===== src/rtl/ctc_vec.sv =====
// Vectored Z80-style counter/timer: CHAN 8-bit down-counters with prescaled timer or
// external-edge counter modes, auto-reload, and mode-2 interrupts on an IEI/IEO daisy chain.

module ctc_vec_chan #(
    parameter int DWID   = 8,
    parameter int PRE_LO = 16,
    parameter int PRE_HI = 256
) (
    input  logic            clk,
    input  logic            reset_n,
    input  logic            trig_i,
    input  logic            wr_i,
    input  logic [DWID-1:0] din_i,
    output logic [DWID-1:0] cnt_o,
    output logic            tc_next_o,
    output logic            int_en_o,
    output logic            zc_ev_o,
    output logic            zc_o,
    output logic            clr_o
);
    localparam int PMAX = (PRE_HI > PRE_LO) ? PRE_HI : PRE_LO;
    localparam int PW   = (PMAX > 1) ? $clog2(PMAX) : 1;

    // Only the mode bits [7:3] are kept; bits 0..2 act at write time.
    logic [4:0]      mode_q;
    logic [DWID-1:0] tc_q, cnt_q;
    logic [PW-1:0]   pre_q, pre_lim;
    logic [2:0]      sync_q;
    logic            run_q, arm_q, tcn_q, zc_q;
    logic            wr_tc, wr_ccw, sw_rst, trig_edge, tick, dec, zc_ev;

    assign wr_tc     = wr_i & tcn_q;
    assign wr_ccw    = wr_i & ~tcn_q & din_i[0];
    assign sw_rst    = wr_ccw & din_i[1];
    assign trig_edge = mode_q[1] ? (sync_q[1] & ~sync_q[2]) : (~sync_q[1] & sync_q[2]);
    assign pre_lim   = mode_q[2] ? PW'(PRE_HI - 1) : PW'(PRE_LO - 1);
    assign tick      = mode_q[3] ? trig_edge : (pre_q >= pre_lim);
    // A software reset in the same cycle suppresses the decrement (and so the zero count).
    assign dec       = run_q & tick & ~sw_rst;
    assign zc_ev     = dec & (cnt_q == DWID'(1));

    always_ff @(posedge clk or negedge reset_n) begin
        if (!reset_n) begin
            mode_q <= '0;
            tc_q   <= '0;
            cnt_q  <= '0;
            pre_q  <= '0;
            sync_q <= '0;
            run_q  <= 1'b0;
            arm_q  <= 1'b0;
            tcn_q  <= 1'b0;
            zc_q   <= 1'b0;
        end else begin
            sync_q <= {sync_q[1:0], trig_i};
            zc_q   <= zc_ev;
            if (wr_ccw) begin
                mode_q <= din_i[7:3];
                tcn_q  <= din_i[2];
            end
            if (wr_tc) begin
                tc_q  <= din_i;
                tcn_q <= 1'b0;
            end
            if (run_q && !mode_q[3])
                pre_q <= (pre_q >= pre_lim) ? '0 : pre_q + 1'b1;
            if (dec)
                cnt_q <= zc_ev ? tc_q : cnt_q - 1'b1;
            if (sw_rst) begin
                run_q <= 1'b0;
                arm_q <= 1'b0;
            end else if (wr_tc && !run_q) begin
                cnt_q <= din_i;
                pre_q <= '0;
                if (mode_q[3] || !mode_q[0]) run_q <= 1'b1;
                else                         arm_q <= 1'b1;
            end else if (arm_q && trig_edge) begin
                run_q <= 1'b1;
                arm_q <= 1'b0;
                pre_q <= '0;
            end
        end
    end

    assign cnt_o     = cnt_q;
    assign tc_next_o = tcn_q;
    assign int_en_o  = mode_q[4];
    assign zc_ev_o   = zc_ev;
    assign zc_o      = zc_q;
    assign clr_o     = sw_rst;
endmodule

module ctc_vec #(
    parameter int CHAN   = 4,
    parameter int AWID   = 2,
    parameter int DWID   = 8,
    parameter int PRE_LO = 16,
    parameter int PRE_HI = 256
) (
    input  logic            clk,
    input  logic            reset_n,
    input  logic            ce_n,
    input  logic            m1_n,
    input  logic            rd_n,
    input  logic            iorq_n,
    input  logic [AWID-1:0] a,
    input  logic [DWID-1:0] din,
    output logic [DWID-1:0] dout,
    output logic            oe_n,
    input  logic            iei,
    output logic            ieo,
    output logic            int_n,
    input  logic            reti,
    input  logic [CHAN-1:0] clk_trig,
    output logic [CHAN-1:0] zc_to
);
    logic            wr_q, wr_qq, rd_q, rd_qq, ack_q, ack_qq;
    logic [AWID-1:0] a_q;
    logic [DWID-1:0] din_q, dout_q, dout_d, rd_val;
    logic [DWID-AWID-2:0] base_q;
    logic            oe_n_q, oe_n_d, int_n_q;
    logic            wr_stb, rd_stb, ack_ok;
    logic [CHAN-1:0] pend_q, pend_d, isv_q, isv_d, pend_lo, isv_lo;
    logic [CHAN-1:0] wr_ch, tcn, int_en, zc_ev, clr;
    logic [CHAN-1:0][DWID-1:0] cnt;
    logic [AWID-1:0] hi_idx;

    // Strobes act one clock after the bus condition is first sampled, once per assertion.
    assign wr_stb = wr_q & ~wr_qq;
    assign rd_stb = rd_q & ~rd_qq;
    assign ack_ok = ack_q & ~ack_qq & ~int_n_q & (|pend_q);

    for (genvar i = 0; i < CHAN; i++) begin : g_ch
        assign wr_ch[i] = wr_stb && (a_q == AWID'(i));
        ctc_vec_chan #(.DWID(DWID), .PRE_LO(PRE_LO), .PRE_HI(PRE_HI)) u_chan (
            .clk       (clk),
            .reset_n   (reset_n),
            .trig_i    (clk_trig[i]),
            .wr_i      (wr_ch[i]),
            .din_i     (din_q),
            .cnt_o     (cnt[i]),
            .tc_next_o (tcn[i]),
            .int_en_o  (int_en[i]),
            .zc_ev_o   (zc_ev[i]),
            .zc_o      (zc_to[i]),
            .clr_o     (clr[i])
        );
    end

    // Lowest index wins: isolate the least-significant set bit.
    assign pend_lo = pend_q & (~pend_q + 1'b1);
    assign isv_lo  = isv_q & (~isv_q + 1'b1);

    always_comb begin
        hi_idx = '0;
        for (int i = CHAN - 1; i >= 0; i--)
            if (pend_q[i]) hi_idx = AWID'(i);
        rd_val = '0;
        for (int i = 0; i < CHAN; i++)
            if (a_q == AWID'(i)) rd_val = cnt[i];
    end

    always_comb begin
        pend_d = ((pend_q & ~(ack_ok ? pend_lo : '0)) | (zc_ev & int_en)) & ~clr;
        isv_d  = (isv_q & ~((reti && iei) ? isv_lo : '0)) | (ack_ok ? pend_lo : '0);
        dout_d = '0;
        oe_n_d = 1'b1;
        if (rd_stb) begin
            dout_d = rd_val;
            oe_n_d = 1'b0;
        end else if (ack_ok) begin
            dout_d = {base_q, hi_idx, 1'b0};
            oe_n_d = 1'b0;
        end
    end

    always_ff @(posedge clk or negedge reset_n) begin
        if (!reset_n) begin
            wr_q    <= 1'b0;
            wr_qq   <= 1'b0;
            rd_q    <= 1'b0;
            rd_qq   <= 1'b0;
            ack_q   <= 1'b0;
            ack_qq  <= 1'b0;
            a_q     <= '0;
            din_q   <= '0;
            base_q  <= '0;
            pend_q  <= '0;
            isv_q   <= '0;
            dout_q  <= '0;
            oe_n_q  <= 1'b1;
            int_n_q <= 1'b1;
        end else begin
            wr_q    <= ~ce_n & ~iorq_n & m1_n & rd_n;
            rd_q    <= ~ce_n & ~iorq_n & m1_n & ~rd_n;
            ack_q   <= ~m1_n & ~iorq_n;
            wr_qq   <= wr_q;
            rd_qq   <= rd_q;
            ack_qq  <= ack_q;
            a_q     <= a;
            din_q   <= din;
            if (wr_stb && a_q == '0 && !tcn[0] && !din_q[0])
                base_q <= din_q[DWID-1:AWID+1];
            pend_q  <= pend_d;
            isv_q   <= isv_d;
            dout_q  <= dout_d;
            oe_n_q  <= oe_n_d;
            int_n_q <= ~(iei & (|pend_q) & ~(|isv_q));
        end
    end

    assign dout  = dout_q;
    assign oe_n  = oe_n_q;
    assign int_n = int_n_q;
    assign ieo   = iei & ~(|pend_q) & ~(|isv_q);
endmodule


===== config.mk =====
export PLATFORM = sky130hd
export DESIGN_NAME = ctc_vec
export DESIGN_NICKNAME = d
export VERILOG_FILES = /design/src/rtl/ctc_vec.sv
export SDC_FILE = /design/constraint.sdc
export NUM_CORES = 1
export LEC_CHECK = 0
export ABC_CLOCK_PERIOD_IN_PS = 2950
export BUFFER_PORTS_ARGS = -buffer_cell sky130_fd_sc_hd__buf_4
export CAP_MARGIN = 20
export CORE_ASPECT_RATIO = 1.4
export CORE_MARGIN = 2
export CORE_UTILIZATION = 40
export CTS_CLUSTER_SIZE = 40
export DETAILED_ROUTE_END_ITERATION = 12
export GPL_TIMING_DRIVEN = 0
export SLEW_MARGIN = 20
export SYNTH_ARGS = -nofsm -noshare
export SYNTH_HDL_FRONTEND = slang
export SYNTH_HIERARCHICAL = 1
export SYNTH_SLANG_ARGS = --single-unit

===== constraint.sdc =====
create_clock -name clk -period 2.95 [get_ports clk]
set_input_delay 0.295 -clock clk [delete_from_list [all_inputs] [get_ports clk]]
set_output_delay 0.295 -clock clk [all_outputs]
set_load 0.02 [all_outputs]

## Word level (Yosys, flattened, before mapping)

Cells that the tools add are included.

| storage, ports and cells | value |
|---|---|
| register bits after elaboration | 183 |
| input bits | 22 |
| output and inout port bits | 15 |

| operators by class | value |
|---|---|
| add/subtract/negate cells | 10 |
| magnitude comparators | 4 |
| eq/ne operators | 15 |
| muxes and demuxes | 102 |
| bitwise operators | 90 |
| reduce and logical (&&, ||, !) cells | 56 |

Operators by type and width:

| kind | count |
|---|---|
| $mux W8 | 46 |
| $and A1 B1 Y1 | 50 |
| $mux W1 | 50 |
| $add A8 B1 Y8 const B | 4 |
| $eq A8 B1 Y1 const B | 4 |
| $ge A8 B8 Y1 | 4 |
| $sub A8 B1 Y8 const B | 4 |
| $not A1 Y1 | 27 |
| $and A4 B4 Y4 | 6 |
| $ne A3 B2 Y1 const B | 8 |
| $not A4 Y4 | 5 |
| $logic_and A1 B1 Y1 | 19 |
| $reduce_and A2 Y1 | 8 |
| $logic_not A1 Y1 | 14 |
| $reduce_bool A3 Y1 | 4 |
| $add A4 B1 Y4 const B | 2 |
| $mux W2 | 4 |
| $mux W4 | 2 |
| $or A4 B4 Y4 | 2 |
| $reduce_bool A2 Y1 | 4 |
| $reduce_or A4 Y1 | 2 |
| $eq A2 B2 Y1 const B | 2 |
| $logic_or A1 B1 Y1 | 4 |
| $eq A2 B1 Y1 const B | 1 |
| $logic_not A2 Y1 | 1 |

## Longest topological paths before layout

Gate-level depths: netlist of run 1.

| depth | value |
|---|---|
| depth in word-level cells | 13 |
| depth in mapped cells | 12 |
| depth with buffers taken out | 9 |

## Modules after synthesis

Netlist of run 1, hierarchy kept.

By module, submodules not included:

| module | times used | cells an instance | area an instance (um^2) | seq. area each (um^2) |
|---|---|---|---|---|
| ctc_vec_chan at g_ch[0].u_chan ... | 3 | 178 | 1,876.8 | 900.9 |
| ctc_vec_chan at g_ch[3].u_chan | 1 | 181 | 1,844.3 | 900.9 |
| ctc_vec | 1 | 128 | 1,679.1 | 978.4 |

## Least setup slack after synthesis of run 1

No wires, ideal clock.

| path | value |
|---|---|
| path type | register to register |
| start | register a_q[0] |
| end | register g_ch[3].u_chan.cnt_q[2] |
| arrival | 2.254 ns |
| data required time | 2.826 ns |
| setup slack | 0.572 ns |
| stages on the path, launching flop included | 12 |
| clock period less this slack | 2.378 ns |
| path through | dfrtp_1 buf_6 buf_2 and3_1 clkbuf_1 and4b_1 clkbuf_1 a311oi_1 o31ai_1 clkbuf_1 o21ai_0 o21bai_1 |

| between the ends | value |
|---|---|
| cells in the longest elaborated chain, start to end | 12 |
| elaborated cells on any way between the ends | 14 |
| classes of those cells | 1 x eq/ne; 4 x mux; 7 x bitwise; 2 x reduce/logical |

Ends and longest elaborated chain:

| what | line | RTL |
|---|---|---|
| start, declared | 117 | `logic [AWID-1:0] a_q;` |
| start signal, assigned | 184 | `a_q <= '0;` |
| start signal, assigned | 199 | `a_q <= a;` |
| $eq A2 B2 Y1 (*) | 133 | `assign wr_ch[i] = wr_stb && (a_q == AWID'(i));` |
| $logic_and A1 B1 Y1 (*) | 133 |  |
| net wr_ch[3] | 123 | `logic [CHAN-1:0] wr_ch, tcn, int_en, zc_ev, clr;` |
| $and A1 B1 Y1 (*) (2 in series) | 33 | `assign wr_ccw = wr_i & ~tcn_q & din_i[0];` |
| $and A1 B1 Y1 (*) | 34 | `assign sw_rst = wr_ccw & din_i[1];` |
| net clr[3] | 123 |  |
| $not A1 Y1 | 39 | `assign dec = run_q & tick & ~sw_rst;` |
| $and A1 B1 Y1 | 39 |  |
| $and A1 B1 Y1 | 40 | `assign zc_ev = dec & (cnt_q == DWID'(1));` |
| $mux W8 | 67 | `cnt_q <= zc_ev ? tc_q : cnt_q - 1'b1;` |
| $mux W8 | 66 | `if (dec)` |
| $mux W8 | 71 | `end else if (wr_tc && !run_q) begin` |
| $mux W8 (*) | 68 | `if (sw_rst) begin` |
| end signal, assigned | 67 |  |
| end signal, assigned | 72 | `cnt_q <= din_i;` |
| end, declared | 26 | `logic [DWID-1:0] tc_q, cnt_q;` |

Mark *: on every way through the listed nets, which the timed path passes. The rest lies on a longest branch.
A chain may end at the register's enable or synchronous reset.

## Worst setup path in the final report of run 1

| path | value |
|---|---|
| start | register a_q[0] |
| end | register pend_q[3] |

| between the ends | value |
|---|---|
| cells in the longest elaborated chain, start to end | 11 |
| elaborated cells on any way between the ends | 12 |
| classes of those cells | 1 x eq/ne; 10 x bitwise; 1 x reduce/logical |

Ends and longest elaborated chain:

| what | line | RTL |
|---|---|---|
| $eq A2 B2 Y1 | 133 |  |
| $logic_and A1 B1 Y1 | 133 |  |
| net wr_ch[3] | 123 |  |
| $and A1 B1 Y1 (2 in series) | 33 |  |
| $and A1 B1 Y1 | 34 |  |
| net clr[3] | 123 |  |
| $not A1 Y1 | 39 |  |
| $and A1 B1 Y1 | 39 |  |
| $and A1 B1 Y1 | 40 |  |
| net zc_ev[3] | 123 |  |
| $and A4 B4 Y4 | 163 | `pend_d = ((pend_q & ~(ack_ok ? pend_lo : '0)) \| (zc_ev & int_en)) & ~clr;` |
| $or A4 B4 Y4 | 163 |  |
| $and A4 B4 Y4 | 163 |  |
| net pend_d[3] | 122 | `logic [CHAN-1:0] pend_q, pend_d, isv_q, isv_d, pend_lo, isv_lo;` |
| end signal, assigned | 203 | `pend_q <= pend_d;` |
| end, declared | 122 |  |

The timed path passes the listed nets, and every way through them passes these cells.

==> flow_summary.json, run 1 <==
{
  "grt_util_all_layers_pct": 17.8,
  "die_w_um": 132,
  "async_flop_share_pct": 100,
  "synth_flop_cell": "dfrtp_1",
  "nNetsFinal": 966,
  "vias_per_cell": 5.40,
  "min_period_over_period_pct": 97.4,
  "synth_xor_area_share_pct": 3.25,
  "finClkSkew_ns": 0.00998,
  "hold_class": "in -> reg",
  "antenna_found_initial": 0,
  "drtIter0Drc": 338,
  "p_leak_nw": 4.89,
  "clk_pin_slew_worst_paths_ns": 0.07,
  "timing.hold.ws_ns": 0.0212,
  "met2_usage_pct": 30.2,
  "grt_pass1_vias": 6429,
  "io_buffers": 36,
  "dr_total_vias": 6638,
  "rows": 65,
  "overflow": 0,
  "cp_cell_sequence": "buf_6, buf_2, and3_1, clkbuf_1, and4b_1, clkbuf_1, a311oi_1, o31ai_2, clkbuf_4, nor2_2, nand2_1, a21oi_1",
  "cts_tree": "built",
  "status": "finished clean",
  "clkSinkCount": 183,
  "drive_gt1_share_pct": 19.9,
  "dr.pass1.iters": 6,
  "io_pins": 37,
  "synth_seq_area_share_pct": 50.1,
  "coreArea_um2": 22500,
  "required_ns": 3.28,
  "setup_viol": 0,
  "synthSimpleGateAreaFrac_pct": 17.2,
  "crit_family": "buffers and inverters",
  "cts_buffers": 17,
  "rsz0062_at_grt": "yes",
  "syn_to_final_growth_pct": 15.8,
  "ir_drop_mv": 0.435,
  "max_slew_margin_pct": 39.1,
  "cp_num_buf_inv": 5,
  "wl_per_cell_um": 16.6,
  "yosysTopAreaCellShare_pct": 49.5,
  "multi_input_area_um2": 4350,
  "syn_nets": 893,
  "post-route-cell-area_um2": 10600,
  "power_density_nw_per_um2": 637,
  "cp.arrival_ns": 3.21,
  "h-tree-depth": 4,
  "min_from": "ce_n",
  "synth_cells": 843,
  "cap_violations": 0,
  "synth-compound-area-share_pct": 11.4,
  "drt.antenna.violating_nets": 0,
  "cpPeakStageDelay_ns": 0.38,
  "hold_viol_final": 0,
  "regArea_um2": 4580,
  "worstSetupEndpointType": "register",
  "layout_min_cycle_time_ns": 2.87,
  "postPlaceCellArea_um2": 9840,
  "clock_latency_ns": 0.44,
  "crit_top_cell": "clkbuf_1",
  "ctsLongestPathBuffers": 2,
  "synth_top_family_by_area": "simple AND/OR/NAND/NOR gates",
  "synth.area.top_cells": "dfrtp_1, mux2_2, mux2i_1",
  "synth_area_per_cell_um2": 10.9,
  "synth_mux_area_share_pct": 11.5,
  "critPathKind": "reg -> reg",
  "ys_warn_count": 6,
  "die_h_um": 183,
  "dp.cells": 1181,
  "floorplan.die_area_um2": 24100,
  "diodes": 0,
  "fin_cells": 1230,
  "tightest_slew_ns": 0.913,
  "cts.root.buffer_cell": "clkbuf_16",
  "synthTopCellsByCount": "dfrtp_1, nand2_1, nor2_1",
  "met1_usage_pct": 23.2,
  "cp-start-kind": "register",
  "ys_types": 65,
  "p_total_mw": 6.76,
  "synth.most_common_cell": "dfrtp_1",
  "fmax_ghz": 0.348,
  "use_met3_pct": 3.45,
  "critical_path_peak_fanout": 10,
  "drc": 0,
  "place_congestion": 0.807,
  "yosys.area.top_type": "dfrtp_1",
  "synthAdderAreaFrac_pct": 3.83,
  "ys_seq_elements": 183,
  "drv_slew": 0,
  "crit_start": "a_q[0]$_DFF_PN0_",
  "final_util_pct": 47.0,
  "hpwl_um": 13800,
  "grt_pass1_wl_um": 34000,
  "nFillCells": 2132,
  "busiest_layer": "met2",
  "finalWirelength_um": 20500,
  "netlist_area_um2": 9150,
  "synth-edff-count": 0,
  "start_util_pct": 40.6,
  "critPathSlowestCell": "dfrtp_1",
  "r2r-start": "a_q[0]$_DFF_PN0_",
  "grt_max_degree": 98
}
==> metrics by stage <==
step	TNS [ns]	setup slack (ns)
after global routing	-0.0543	-0.0543
after detailed placement	-1.78	-0.229
after CTS	0	0.00623
final	0	0.0761
after global placement	-1.47	-0.179
after floorplan	0	0.572
==> cell type report <==
class / instances / share of cell area (%)
clock inverters: 13 / 1.18
clock buffers: 19 / 4.08
inverters: 24 / 0.850
well taps: 301 / 3.55
multi-input cells: 607 / 41.0
flip-flops and latches: 183 / 43.2
repair buffers: 54 / 4.49
plain buffers: 29 / 1.58
==> per-layer routing <==
metal / vias to the layer above / wire, um / part of all wire (%)
li1: 3185 / - / -
met1: 3309 / 9220 / 45
met4: 0 / 315 / 1.5
met3: 22 / 675 / 3.3
met5: - / 0 / 0
met2: 122 / 10300 / 50
==> flip-flops by register name, summed over array words and instances, names as in the netlist <==
name	count
a_q	2
ack_q	1
ack_qq	1
base_q	5
din_q	8
dout	8
g_ch.u_chan/arm_q	4
g_ch.u_chan/cnt_o	32
g_ch.u_chan/mode_q	20
g_ch.u_chan/pre_q	32
g_ch.u_chan/run_q	4
g_ch.u_chan/sync_q	12
g_ch.u_chan/tc_next_o	4
g_ch.u_chan/tc_q	32
g_ch.u_chan/zc_o	4
int_n	1
isv_q	4
oe_n	1
pend_q	4
rd_q	1
rd_qq	1
wr_q	1
wr_qq	1
==> cells by family after synthesis <==
group	after synthesis
xor+xnor	34
simple gates	296
fa+ha+maj	28
buf+inv	53
flops	183
mux	95
compound gates	154
==> final timing paths <==
path	cells after the start	slack, ns	end
worst min register to register	0	0.35	g_ch[0].u_chan/sync_q[1]$_DFF_PN0_
worst max register to register	12	0.08	pend_q[3]$_DFF_PN0_
worst min-delay path	2	0.02	rd_q$_DFF_PN0_
max in group asynchronous	3	1.59	oe_n$_DFF_PN1_
worst max-delay path	12	0.08	pend_q[3]$_DFF_PN0_
min in group asynchronous	2	0.44	g_ch[2].u_chan/pre_q[3]$_DFF_PN0_
==> cell usage in the layout, fill, tap and decap left out, types with 6 or more instances in the layout <==
cell             n
dfrtp_1        181
nand2_1         87
nor2_1          65
mux2_2          53
nand3_1         38
mux2i_1         36
buf_4           35
a21oi_1         29
o21ai_0         28
ha_1            28
inv_1           24
xnor2_1         21
o211ai_1        19
clkbuf_16       17
dlygate4sd3_1   17
nand3b_1        16
nor3_1          13
xor2_1          13
clkbuf_1        12
buf_2           10
a211o_1         10
o41ai_1          9
or4_1            9
nand2b_1         8
o22ai_1          7
a21o_1           7
and2_1           7
o21ai_2          7
nor3b_1          6
==> where the power goes <==
group | leakage, nW | internal, mW | switching [mW]
Combinational | 2.17 | 0.761 | 0.734
Sequential | 2.46 | 2.75 | 0.332
Clock | 0.268 | 1.17 | 1.01
==> timing repair <==
action	4_1_cts	5_1_grt
gates resized for setup	4	9
setup buffers	0	0
endpoints found under the hold margin	101	1
endpoints found under the setup margin	10	33
hold buffers	16	1
Note: power is estimated with default switching activity, not from simulation.
==> run 2: changes to the inputs <==
- CORE_MARGIN: 2 -> unset
- SETUP_SLACK_MARGIN: unset -> 0.4
==> flow_summary.json, run 2 (synthesis results as in run 1) <==
{
  "dr.pass1.iters": 5,
  "drc": 0,
  "power_frac_seq_pct": 45.1,
  "cts_tree": "built",
  "cpPeakStageDelay_ns": 0.39,
  "post-place-ws_ns": -0.155,
  "met2_usage_pct": 32.2,
  "finClkSkew_ns": 0.0110,
  "crit_top_cell": "buf_6",
  "power_switching_share_pct": 30.9,
  "grt_max_degree": 94,
  "whs_path_depth": 2,
  "place_congestion": 0.823,
  "fin_cells": 1250,
  "status": "finished clean",
  "h-tree-depth": 4,
  "required_ns": 3.26,
  "min_from": "rd_n",
  "hold_viol_final": 0,
  "cts_buffers": 17,
  "clk_pin_slew_worst_paths_ns": 0.07,
  "floorplan.die_area_um2": 23500,
  "start_util_pct": 40.6,
  "nNetsFinal": 986,
  "min_period_over_period_pct": 83.4,
  "overflow": 0,
  "use_met3_pct": 3.20,
  "die_h_um": 181,
  "power_frac_clock_pct": 32.8,
  "switching_power_mw": 2.12,
  "most-common-layout-cells": "dfrtp_1, nand2_1, nor2_1, buf_4, mux2_2",
  "diodes": 0,
  "ff2ff_path_depth": 11,
  "grt_util_all_layers_pct": 18.8,
  "fin_ws_ns": 0.490,
  "setup_viol": 0,
  "grt_pass1_wl_um": 34000,
  "ir_drop_mv": 0.465,
  "fmax_ghz": 0.406,
  "setup_tns_ns": 0,
  "antenna_found_initial": 0,
  "ctsLongestPathBuffers": 2,
  "final_common_cell": "dfrtp_1",
  "io_buffers": 36,
  "drtIter0Drc": 384,
  "busiest_layer": "met2",
  "hpwl_um": 13900,
  "critPathSlowestCell": "dfrtp_1",
  "cp_num_buf_inv": 5,
  "layout_min_cycle_time_ns": 2.46,
  "combPwrFrac_pct": 22.1,
  "worstSetupEndpointType": "register",
  "clock_latency_ns": 0.44,
  "hold_class": "in -> reg",
  "grt_pass1_vias": 6496,
  "nFillCells": 2101,
  "reg2reg_to": "g_ch[1].u_chan/cnt_o[0]$_DFF_PN0_",
  "multi_input_area_um2": 4400,
  "rsz0062_at_grt": "no",
  "vias_per_cell": 5.39,
  "met1_usage_pct": 24.1,
  "max_slew_margin_pct": 49.9,
  "cap_violations": 0,
  "whs_endpoint": "rd_q$_DFF_PN0_",
  "rows": 65,
  "critical_path_peak_fanout": 8,
  "r2r_slack_ns": 0.49,
  "wl_per_cell_um": 16.6,
  "post-route-cell-area_um2": 10900,
  "io_pins": 37,
  "r2r-start": "a_q[0]$_DFF_PN0_",
  "cp-start-kind": "register",
  "clkSinkCount": 183,
  "power_density_nw_per_um2": 630,
  "cp_cell_sequence": "buf_8, buf_12, and3b_2, buf_6, and4b_1, buf_6, a311oi_2, o31a_1, buf_6, mux2i_2, a21oi_2",
  "die_w_um": 130,
  "cp.arrival_ns": 2.77,
  "finalWirelength_um": 20700,
  "cts.root.buffer_cell": "clkbuf_16",
  "tightest_slew_ns": 0.742,
  "crit_family": "buffers and inverters",
  "drive_gt1_share_pct": 23.3,
  "coreArea_um2": 22500,
  "drt.antenna.violating_nets": 0,
  "dr_total_vias": 6740,
  "p_leak_nw": 5.05,
  "dp.cells": 1181,
  "internal_power_mw": 4.74,
  "regArea_um2": 4580,
  "drv_slew": 0,
  "p_total_mw": 6.85,
  "critPathKind": "reg -> reg",
  "syn_to_final_growth_pct": 18.8,
  "postPlaceCellArea_um2": 9840
}
run 2: cell types whose count changed in the layout (fill, tap and decap cells not counted), moves of 2 or more:
cell      previous run  this run
buf_4               35        56
clkinv_2             2         0
inv_8                0         2
a311oi_1             4         2
clkbuf_2             1         5
clkbuf_1            12         4
dfrtp_1            181       179
dfrtp_2              0         2
clkbuf_8             0         2
run 2: power groups by stage:
stage	clock network, mW	registers, mW	logic (mW)
floorplan	0	3.01	1.18
global placement	0	3.13	1.43
detailed placement	0	3.13	1.46
CTS	2.32	3.09	1.50
global route	2.42	3.13	1.70
finish	2.25	3.09	1.52
run 2: timing repair:
item	4_1_cts	5_1_grt
gates resized for setup	27	19
hold buffers	16	0
endpoints found under the hold margin	103	0
pin swaps	3	7
endpoints found under the setup margin	55	47
buffers inserted	3	17
gates cloned	0	1
run 2: metrics by stage:
stage / hold slack (ns) / util (%)
finish: 0.0148 / 48.3
global route: 0.00136 / 48.3
CTS: 0.00267 / 47.5
detailed placement: 0.336 / 43.7
global placement: 0.333 / 43.5
floorplan: -0.000591 / -
run 2: worst max-delay path by stage:
stage	endpoint	cells after the start	slack, ns	startpoint
after CTS	g_ch[1].u_chan/cnt_o[0]$_DFF_PN0_	11	0.40	a_q[0]$_DFF_PN0_
after detailed placement	g_ch[3].u_chan/pre_q[1]$_DFF_PN0_	9	-0.15	a_q[0]$_DFF_PN0_
after global routing	g_ch[1].u_chan/cnt_o[0]$_DFF_PN0_	11	0.39	a_q[0]$_DFF_PN0_
after floorplan	g_ch[3].u_chan/cnt_o[2]$_DFF_PN0_	11	0.57	a_q[0]$_DFF_PN0_
after global placement	g_ch[3].u_chan/pre_q[1]$_DFF_PN0_	9	-0.15	a_q[0]$_DFF_PN0_
final	g_ch[1].u_chan/cnt_o[0]$_DFF_PN0_	11	0.49	a_q[0]$_DFF_PN0_
run 2: cell type report:
| type | instances | share of cell area, % |
|---|---|---|
| Sequential cell | 183 | 42.2 |
| Multi-Input combinational cell | 607 | 40.5 |
| Timing Repair Buffer | 74 | 5.71 |
| Clock buffer | 19 | 4.07 |
| Tap cell | 301 | 3.46 |
| Buffer | 29 | 1.99 |
| Clock inverter | 13 | 1.28 |
| Inverter | 24 | 0.829 |
run 2: layer usage:
metal  share of wire (%)  vias to the layer above
li1                    -                     3232
met5                   0                        -
met1                  45                     3391
met3                 2.7                       17
met2                  51                      100
met4                 1.2                        0
